`config.mk`:
```
export PLATFORM = sky130hd
export DESIGN_NAME = eth_pkt_rd_ctrl_flat
export DESIGN_NICKNAME = d
export VERILOG_FILES = /design/src/rtl/eth_pkt_rd_ctrl_if.sv /design/src/rtl/eth_pkt_rd_ctrl.sv /design/src/flat_wrapper.sv
export SDC_FILE = /design/constraint.sdc
export NUM_CORES = 1
export LEC_CHECK = 0
export ABC_AREA = 0
export CAP_MARGIN = 20
export CORE_AREA = 2 2 63 65
export CTS_CLUSTER_SIZE = 30
export DETAILED_ROUTE_END_ITERATION = 10
export DIE_AREA = 0 0 65 67
export DONT_BUFFER_PORTS = 1
export GPL_TIMING_DRIVEN = 0
export HOLD_SLACK_MARGIN = 0.05
export PLACE_DENSITY = 0.68
export SLEW_MARGIN = 15
export SYNTH_ARGS = -nofsm -noshare
export SYNTH_HDL_FRONTEND = slang
export SYNTH_SLANG_ARGS = --single-unit
```
`constraint.sdc`:
```
create_clock -name clk -period 2.35 [get_ports clk]
set_input_delay 0.47 -clock clk [delete_from_list [all_inputs] [get_ports clk]]
set_output_delay 0.47 -clock clk [all_outputs]
set_load 0.05 [all_outputs]
```
`src/rtl/eth_pkt_rd_ctrl_if.sv`:
```
// Handshake bundle between the packet read controller, its source FIFO and the UDP sender.
interface eth_pkt_rd_ctrl_if #(
  parameter int unsigned LVL_WIDTH = 11
);
  logic [31:0]          fifo_rd_data;
  logic                 fifo_rd_empty;
  logic [LVL_WIDTH-1:0] fifo_rd_water_level;
  logic                 fifo_rd_en;
  logic                 tx_start_en;
  logic [15:0]          tx_byte_num;
  logic                 tx_req;
  logic [31:0]          tx_data;
  logic                 tx_done;
  logic [15:0]          pkt_cnt;
  logic                 err;

  modport master (
    input  fifo_rd_data, fifo_rd_empty, fifo_rd_water_level, tx_req, tx_done,
    output fifo_rd_en, tx_start_en, tx_byte_num, tx_data, pkt_cnt, err
  );

  modport slave (
    output fifo_rd_data, fifo_rd_empty, fifo_rd_water_level, tx_req, tx_done,
    input  fifo_rd_en, tx_start_en, tx_byte_num, tx_data, pkt_cnt, err
  );
endinterface

```
`src/rtl/eth_pkt_rd_ctrl.sv`:
```
// Reads full packets from a FIFO and paces them out to a UDP sender on its tx_req strobes.
// Optional macro ETH_PKT_RD_FLUSH_EN: flush a partial packet after TIMEOUT_CYCLES idle cycles.
module eth_pkt_rd_ctrl #(
  parameter int unsigned PKT_WORDS      = 256,
  parameter int unsigned LVL_WIDTH      = 11,
  parameter int unsigned TIMEOUT_CYCLES = 100000
) (
  input logic              clk,
  input logic              rst_n,
  eth_pkt_rd_ctrl_if.master bus
);

  typedef enum logic [1:0] {IDLE, START, SEND, WAIT_DONE} state_t;

  localparam logic [LVL_WIDTH-1:0] PKT_LVL = LVL_WIDTH'(PKT_WORDS);

  state_t     state;
  logic [9:0] remaining;
  logic       rd_ok;

`ifdef ETH_PKT_RD_FLUSH_EN
  localparam int unsigned TMO_W = $clog2(TIMEOUT_CYCLES + 1);
  localparam logic [TMO_W-1:0] TMO_LAST = TMO_W'(TIMEOUT_CYCLES - 1);
  logic [TMO_W-1:0] tmo_cnt;
`endif

  // Read strobe follows tx_req in the same cycle so data lands one cycle later.
  assign rd_ok = (state == SEND) && bus.tx_req && (remaining != '0) && !bus.fifo_rd_empty;
  assign bus.fifo_rd_en = rd_ok;
  assign bus.tx_data    = bus.fifo_rd_data;

  always_ff @(posedge clk or negedge rst_n) begin
    if (!rst_n) begin
      state           <= IDLE;
      remaining       <= '0;
      bus.tx_start_en <= 1'b0;
      bus.tx_byte_num <= '0;
      bus.pkt_cnt     <= '0;
      bus.err         <= 1'b0;
`ifdef ETH_PKT_RD_FLUSH_EN
      tmo_cnt         <= '0;
`endif
    end else begin
      bus.tx_start_en <= 1'b0;
      case (state)
        IDLE: begin
          if (bus.fifo_rd_water_level >= PKT_LVL) begin
            state           <= START;
            remaining       <= 10'(PKT_WORDS);
            bus.tx_byte_num <= 16'(PKT_WORDS * 4);
            bus.tx_start_en <= 1'b1;
            bus.pkt_cnt     <= bus.pkt_cnt + 16'd1;
`ifdef ETH_PKT_RD_FLUSH_EN
            tmo_cnt         <= '0;
          end else if (bus.fifo_rd_water_level != '0) begin
            if (tmo_cnt == TMO_LAST) begin
              state           <= START;
              remaining       <= 10'(bus.fifo_rd_water_level);
              bus.tx_byte_num <= 16'(bus.fifo_rd_water_level) << 2;
              bus.tx_start_en <= 1'b1;
              bus.pkt_cnt     <= bus.pkt_cnt + 16'd1;
              tmo_cnt         <= '0;
            end else begin
              tmo_cnt <= tmo_cnt + 1'b1;
            end
          end else begin
            tmo_cnt <= '0;
`endif
          end
        end
        START: state <= SEND;
        SEND: begin
          // An early tx_done abandons the rest of the packet in the FIFO.
          if (bus.tx_done) begin
            state   <= IDLE;
            bus.err <= 1'b1;
          end else begin
            if (rd_ok) begin
              remaining <= remaining - 10'd1;
              if (remaining == 10'd1) state <= WAIT_DONE;
            end
            if (bus.tx_req && bus.fifo_rd_empty) bus.err <= 1'b1;
          end
        end
        WAIT_DONE: if (bus.tx_done) state <= IDLE;
        default: state <= IDLE;
      endcase
    end
  end

endmodule
```
`src/flat_wrapper.sv`:
```
// flat-port wrapper written by rule: the top's interface ports become plain ports
module eth_pkt_rd_ctrl_flat 
#(
  parameter int unsigned PKT_WORDS      = 256,
  parameter int unsigned LVL_WIDTH      = 11,
  parameter int unsigned TIMEOUT_CYCLES = 100000
)
  (clk, rst_n, bus_fifo_rd_data, bus_fifo_rd_empty, bus_fifo_rd_water_level, bus_tx_req, bus_tx_done, bus_fifo_rd_en, bus_tx_start_en, bus_tx_byte_num, bus_tx_data, bus_pkt_cnt, bus_err);
  eth_pkt_rd_ctrl_if #(.LVL_WIDTH(LVL_WIDTH)) bus_i ();
  input logic clk;
  input logic rst_n;
  input wire logic [$bits(bus_i.fifo_rd_data)-1:0] bus_fifo_rd_data;
  input wire logic [$bits(bus_i.fifo_rd_empty)-1:0] bus_fifo_rd_empty;
  input wire logic [$bits(bus_i.fifo_rd_water_level)-1:0] bus_fifo_rd_water_level;
  input wire logic [$bits(bus_i.tx_req)-1:0] bus_tx_req;
  input wire logic [$bits(bus_i.tx_done)-1:0] bus_tx_done;
  output wire logic [$bits(bus_i.fifo_rd_en)-1:0] bus_fifo_rd_en;
  output wire logic [$bits(bus_i.tx_start_en)-1:0] bus_tx_start_en;
  output wire logic [$bits(bus_i.tx_byte_num)-1:0] bus_tx_byte_num;
  output wire logic [$bits(bus_i.tx_data)-1:0] bus_tx_data;
  output wire logic [$bits(bus_i.pkt_cnt)-1:0] bus_pkt_cnt;
  output wire logic [$bits(bus_i.err)-1:0] bus_err;
  assign bus_i.fifo_rd_data = bus_fifo_rd_data;
  assign bus_i.fifo_rd_empty = bus_fifo_rd_empty;
  assign bus_i.fifo_rd_water_level = bus_fifo_rd_water_level;
  assign bus_i.tx_req = bus_tx_req;
  assign bus_i.tx_done = bus_tx_done;
  assign bus_fifo_rd_en = bus_i.fifo_rd_en;
  assign bus_tx_start_en = bus_i.tx_start_en;
  assign bus_tx_byte_num = bus_i.tx_byte_num;
  assign bus_tx_data = bus_i.tx_data;
  assign bus_pkt_cnt = bus_i.pkt_cnt;
  assign bus_err = bus_i.err;
  eth_pkt_rd_ctrl #(.PKT_WORDS(PKT_WORDS), .LVL_WIDTH(LVL_WIDTH), .TIMEOUT_CYCLES(TIMEOUT_CYCLES)) u_core (.clk(clk), .rst_n(rst_n), .bus(bus_i));
endmodule
```
* Yosys cells after proc, flatten, opt, wreduce, memory -nomap -nowiden
Cells that the tools add are included.
W data, S select, Z words.
** Word-level totals
- Register bits after elaboration :: 31
- Bits in latches :: 0
- Bits in writable memories :: 0
- Bits in read-only memories :: 0
- Input port bits :: 48
- Output and inout port bits :: 67
- Logic and storage cells :: 46
- Memories kept :: 0
** Operators by class
- $add $sub $neg :: 2
- $mul :: 0
- Div/mod/pow operators :: 0
- Magnitude comparators :: 1
- Eq/ne operators :: 10
- Shift-type cells :: 0
- Muxes and demuxes :: 14
- Bitwise gates (word level) :: 0
- Reduce and logical (&&, ||, !) cells :: 13
** Operators with widths (number)
- $mux W10 :: 3
- $pmux W10 S2 :: 1
- $add A16 B1 Y16 const B :: 1
- $ge A11 B9 Y1 const B :: 1
- $eq A10 B1 Y1 const B :: 1
- $mux W2 :: 5
- $reduce_bool A10 Y1 :: 1
- $sub A10 B1 Y10 const B :: 1
- $pmux W2 S4 :: 1
- $reduce_and A4 Y1 :: 2
- $ne A2 B2 Y1 const B :: 3
- $ne A3 B3 Y1 const B :: 2
- $eq A2 B2 Y1 const B :: 2
- $logic_and A1 B1 Y1 :: 4
- $mux W1 :: 4
- $reduce_and A2 Y1 :: 2
- $reduce_bool A2 Y1 :: 2
- $eq A2 B1 Y1 const B :: 1
- $logic_not A2 Y1 :: 1
- $ne A2 B1 Y1 const B :: 1
- $logic_not A1 Y1 :: 1

* Longest topological paths before layout
- Depth in word-level cells :: 7
- Depth in mapped cells :: 7
- Mapped depth without buffers :: 6

* Worst setup path after synthesis
OpenSTA, ideal clock, no wires.
- Path type :: register -> output
- Start point :: register u_core.remaining[0]
- End point :: output port bus_fifo_rd_en
- Arrival time :: 1785 ps
- Required time :: 1880 ps
- Path slack :: 95 ps
- Cell stages (with the launch flop) :: 7
- Path buffers :: 1
- Cells stage by stage :: dfrtp_1 > inv_1 > ha_1 > nor3b_2 > and3_1 > buf_6 > nor2_1
** Between the ends
- Word-level cells in the longest chain between the ends :: 3
** RTL lines
- start: declaration :: RTL line eth_pkt_rd_ctrl.sv:18 : logic [9:0] remaining;
- start signal: assignment :: RTL line eth_pkt_rd_ctrl.sv:49 : remaining <= 10'(PKT_WORDS);
- start signal: assignment :: RTL line eth_pkt_rd_ctrl.sv:79 : remaining <= remaining - 10'd1;
- $reduce_bool A10 Y1 :: RTL line eth_pkt_rd_ctrl.sv:28 : assign rd_ok = (state == SEND) && bus.tx_req && (remaining != '0) && !bus.fifo_rd_empty;
- $logic_and A1 B1 Y1 (2 in series) :: RTL line eth_pkt_rd_ctrl.sv:28
- end: declaration :: RTL line flat_wrapper.sv:17 : output wire logic [$bits(bus_i.fifo_rd_en)-1:0] bus_fifo_rd_en;
Every way passes these cells.

* Worst setup path after layout
- Start point :: register u_core.remaining[1]
- End point :: output port bus_fifo_rd_en
The elaborated chain is that of the path after synthesis.

==> impl_metrics.yaml <==
sta:
  fin_crit_ns: 2.24
  relSlewSlack: 0.591
  worstMarginPinSlew_ns: 0.614
  rsz0062_at_grt: "no"
  setup_ws_ns: 0.113
  hold_viol: 0
  drv_slew: 0
  fmax_mhz: 447
  clock_skew_ns: 0.00701
  fin_crit_sh: 0.952
  setup_violations: 0
floorplan:
  core.rowCount: 22
  die_w_um: 65
  pin_count: 115
  dieArea_mm2: 0.00436
  coreArea_mm2: 0.00361
  die_h_um: 67
  initial_core_util: 0.536
cells_and_area:
  fin_nets: 262
  final_core_util: 0.604
  n_antenna_cell: 0
  layout-drive-gt1-share: 0.332
  layout.cells.non_filler: 259
  area_growth_pct: 12.7
  layout_commonest_cell: "buf_4"
  layout_common_cells: "buf_4, dfrtp_1, conb_1"
  fin_area_mm2: 0.00218
synth:
  synth-edff-count: 0
  ys_seq_area_frac: 0.402
  syn_area_mm2: 0.00193
  synth-main-ff-cell: "dfrtp_1"
  syn_inst: 188
  yosysWarnings: 0
  ys_types: 48
  syn_area_per_cell_um2: 10.3
  ys_seq_elements: 31
  ys_async_sr_fraction: 1.00
critical_path:
  slowest_delay_ns: 0.41
  crit_arrival_ns: 1.77
  crit_path_start_kind: "flop"
  crit_slowest_cell: "dfrtp_1"
  critPathRequiredTime_ns: 1.88
  endpoint_kind: "output pin"
  criticalPathCategory: "reg2out"
  crit_chain: "inv_1, ha_1, nor3b_4, and3_1, buf_6, nor2_4"
  crit_fanout: 6
global_routing:
  grt_pass1_wl_um: 5980
  track_usage: 0.185
  grt_pass1_vias: 1229
  grt_remaining_overflow: 0
  grt_max_degree: 32
  grt_antenna_before_repair: 0
placed_design:
  placed_area_mm2: 0.00204
  gp_routability_congestion: 0.859
  dpl.hpwl_um: 3020
  dp.cells: 250
  preCtsSetupSlack_ns: -0.0528
  portBuffers: 0
pwr:
  power.leakage_nw: 1.05
  power_mw: 2.58
  ir_drop_v: 0.000714
  p_per_area_mw_per_mm2: 1180
routing:
  drc: 0
  wl_per_cell_um: 15.1
  wl_um: 3900
  dr.pass1.iters: 4
  via_per_inst: 5.10
  initialDrtViolationCount: 83
  ant_nets: 0
  vias: 1320
job:
  cap_violations: 0
clock_network:
  cts_buffers: 5
  cts_buffer_depth: 2
  clk_latency_ns: 0.28
  h-tree-depth: 2
  cts_tree: "yes"
  cts_root_buffer: "clkbuf_8"
  path_clk_slew_ns: 0.07
  numClockSinks: 31
worst_hold_path:
  hold_path.class: "in2reg"
run_status:
  outcome: "finished, final reports clean"
[cell type report]
cell class | instances | area, um^2
Inverter | 4 | 15.0
Sequential cell | 31 | 777
Multi-Input combinational cell | 117 | 832
Fill cell | 304 | 1430
Buffer | 50 | 375
Clock buffer | 6 | 82.6
Timing Repair Buffer | 2 | 30.0
Tap cell | 48 | 60.1
Clock inverter | 1 | 5.00
[critical path: cells and delay by family (launching register included)]
kind / cells / cell delay, ns
flops: 1 / 0.41
simple gates: 3 / 0.62
fa+ha+maj: 1 / 0.23
buf+inv: 2 / 0.21
[stage by stage]
stage / TNS [ns] / hold slack (ns)
global placement: -0.0371 / 0.175
CTS: 0 / 0.261
floorplan: 0 / 0.174
detailed placement: -0.0528 / 0.175
finish: 0 / 0.268
global route: 0 / 0.270
[logic make-up after synthesis]
logic type                 Yosys count  share of synthesized area
AOI/OAI and AO/OA                   26                      0.104
xor gates and xnor gates            15                     0.0680
adders and majority gates            3                     0.0194
buffers and inverters               54                      0.202
DFF                                 31                      0.402
muxes                                2                     0.0136
other                                1                    0.00194
and+or+nand+nor                     56                      0.189
[metal layers]
metal / part of all wire / GRT usage / up-vias
met5: 0 / 0 / -
met4: 0.0085 / 0.0638 / 0
met3: 0.077 / 0.0743 / 5
met2: 0.52 / 0.316 / 54
met1: 0.39 / 0.209 / 628
li1: - / - / 633
[cells in the mapped netlist, types with 2 or more instances]
cell type / number / area, um^2
a31oi_1: 4 / 25.0
nor4_1: 2 / 12.5
xor2_1: 2 / 17.5
o21ai_0: 3 / 15.0
a221o_1: 2 / 20.0
nand2_1: 12 / 45.0
a21oi_1: 3 / 15.0
nor3_1: 2 / 10.0
xnor2_1: 13 / 114
nand2b_1: 4 / 25.0
buf_4: 48 / 360
nor2_1: 6 / 22.5
a22o_1: 3 / 26.3
ha_1: 3 / 37.5
inv_1: 4 / 15.0
o31ai_1: 3 / 22.5
nand3_1: 5 / 25.0
nand4_1: 3 / 18.8
and4_1: 3 / 26.3
and3_1: 5 / 31.3
dfrtp_1: 31 / 776
[power breakdown]
group          internal (mW)  switching [mW]  leakage (nW)
sequential             0.679           0.420         0.396
combinational          0.427           0.634         0.611
clock                  0.229           0.190        0.0470
[repair_timing]
item                       in CTS  in global routing
gates resized for setup         2                  2
hold buffers                    2                  0
setup buffers                   0                  0
setup endpoints to repair       1                  1
hold endpoints to repair       31                  0
pin swaps                       0                  1
[flip-flops by register name, indices dropped and copies added, names as in the netlist]
register                cells
u_core.bus.pkt_cnt         16
u_core.remaining           10
u_core.state                2
u_core.bus.err              1
u_core.bus.tx_byte_num      1
u_core.bus.tx_start_en      1
[path summary, 6_finish.rpt]
check	slack [ns]	depth (start not counted)	end	start
worst max-delay path	0.11	6	bus_fifo_rd_en	u_core.remaining[1]$_DFFE_PN0P_
worst min-delay path	0.27	1	u_core.state[1]$_DFFE_PN0P_	bus_tx_done
worst max register to register	0.40	7	u_core.remaining[1]$_DFFE_PN0P_	u_core.remaining[1]$_DFFE_PN0P_
worst min register to register	0.57	1	u_core.remaining[8]$_DFFE_PN0P_	u_core.remaining[8]$_DFFE_PN0P_
max in group asynchronous	1.53	2	u_core.remaining[0]$_DFFE_PN0P_	rst_n
min in group asynchronous	0.64	2	u_core.bus.pkt_cnt[4]$_DFFE_PN0P_	rst_n
Note: power is estimated with default switching activity, not from simulation.
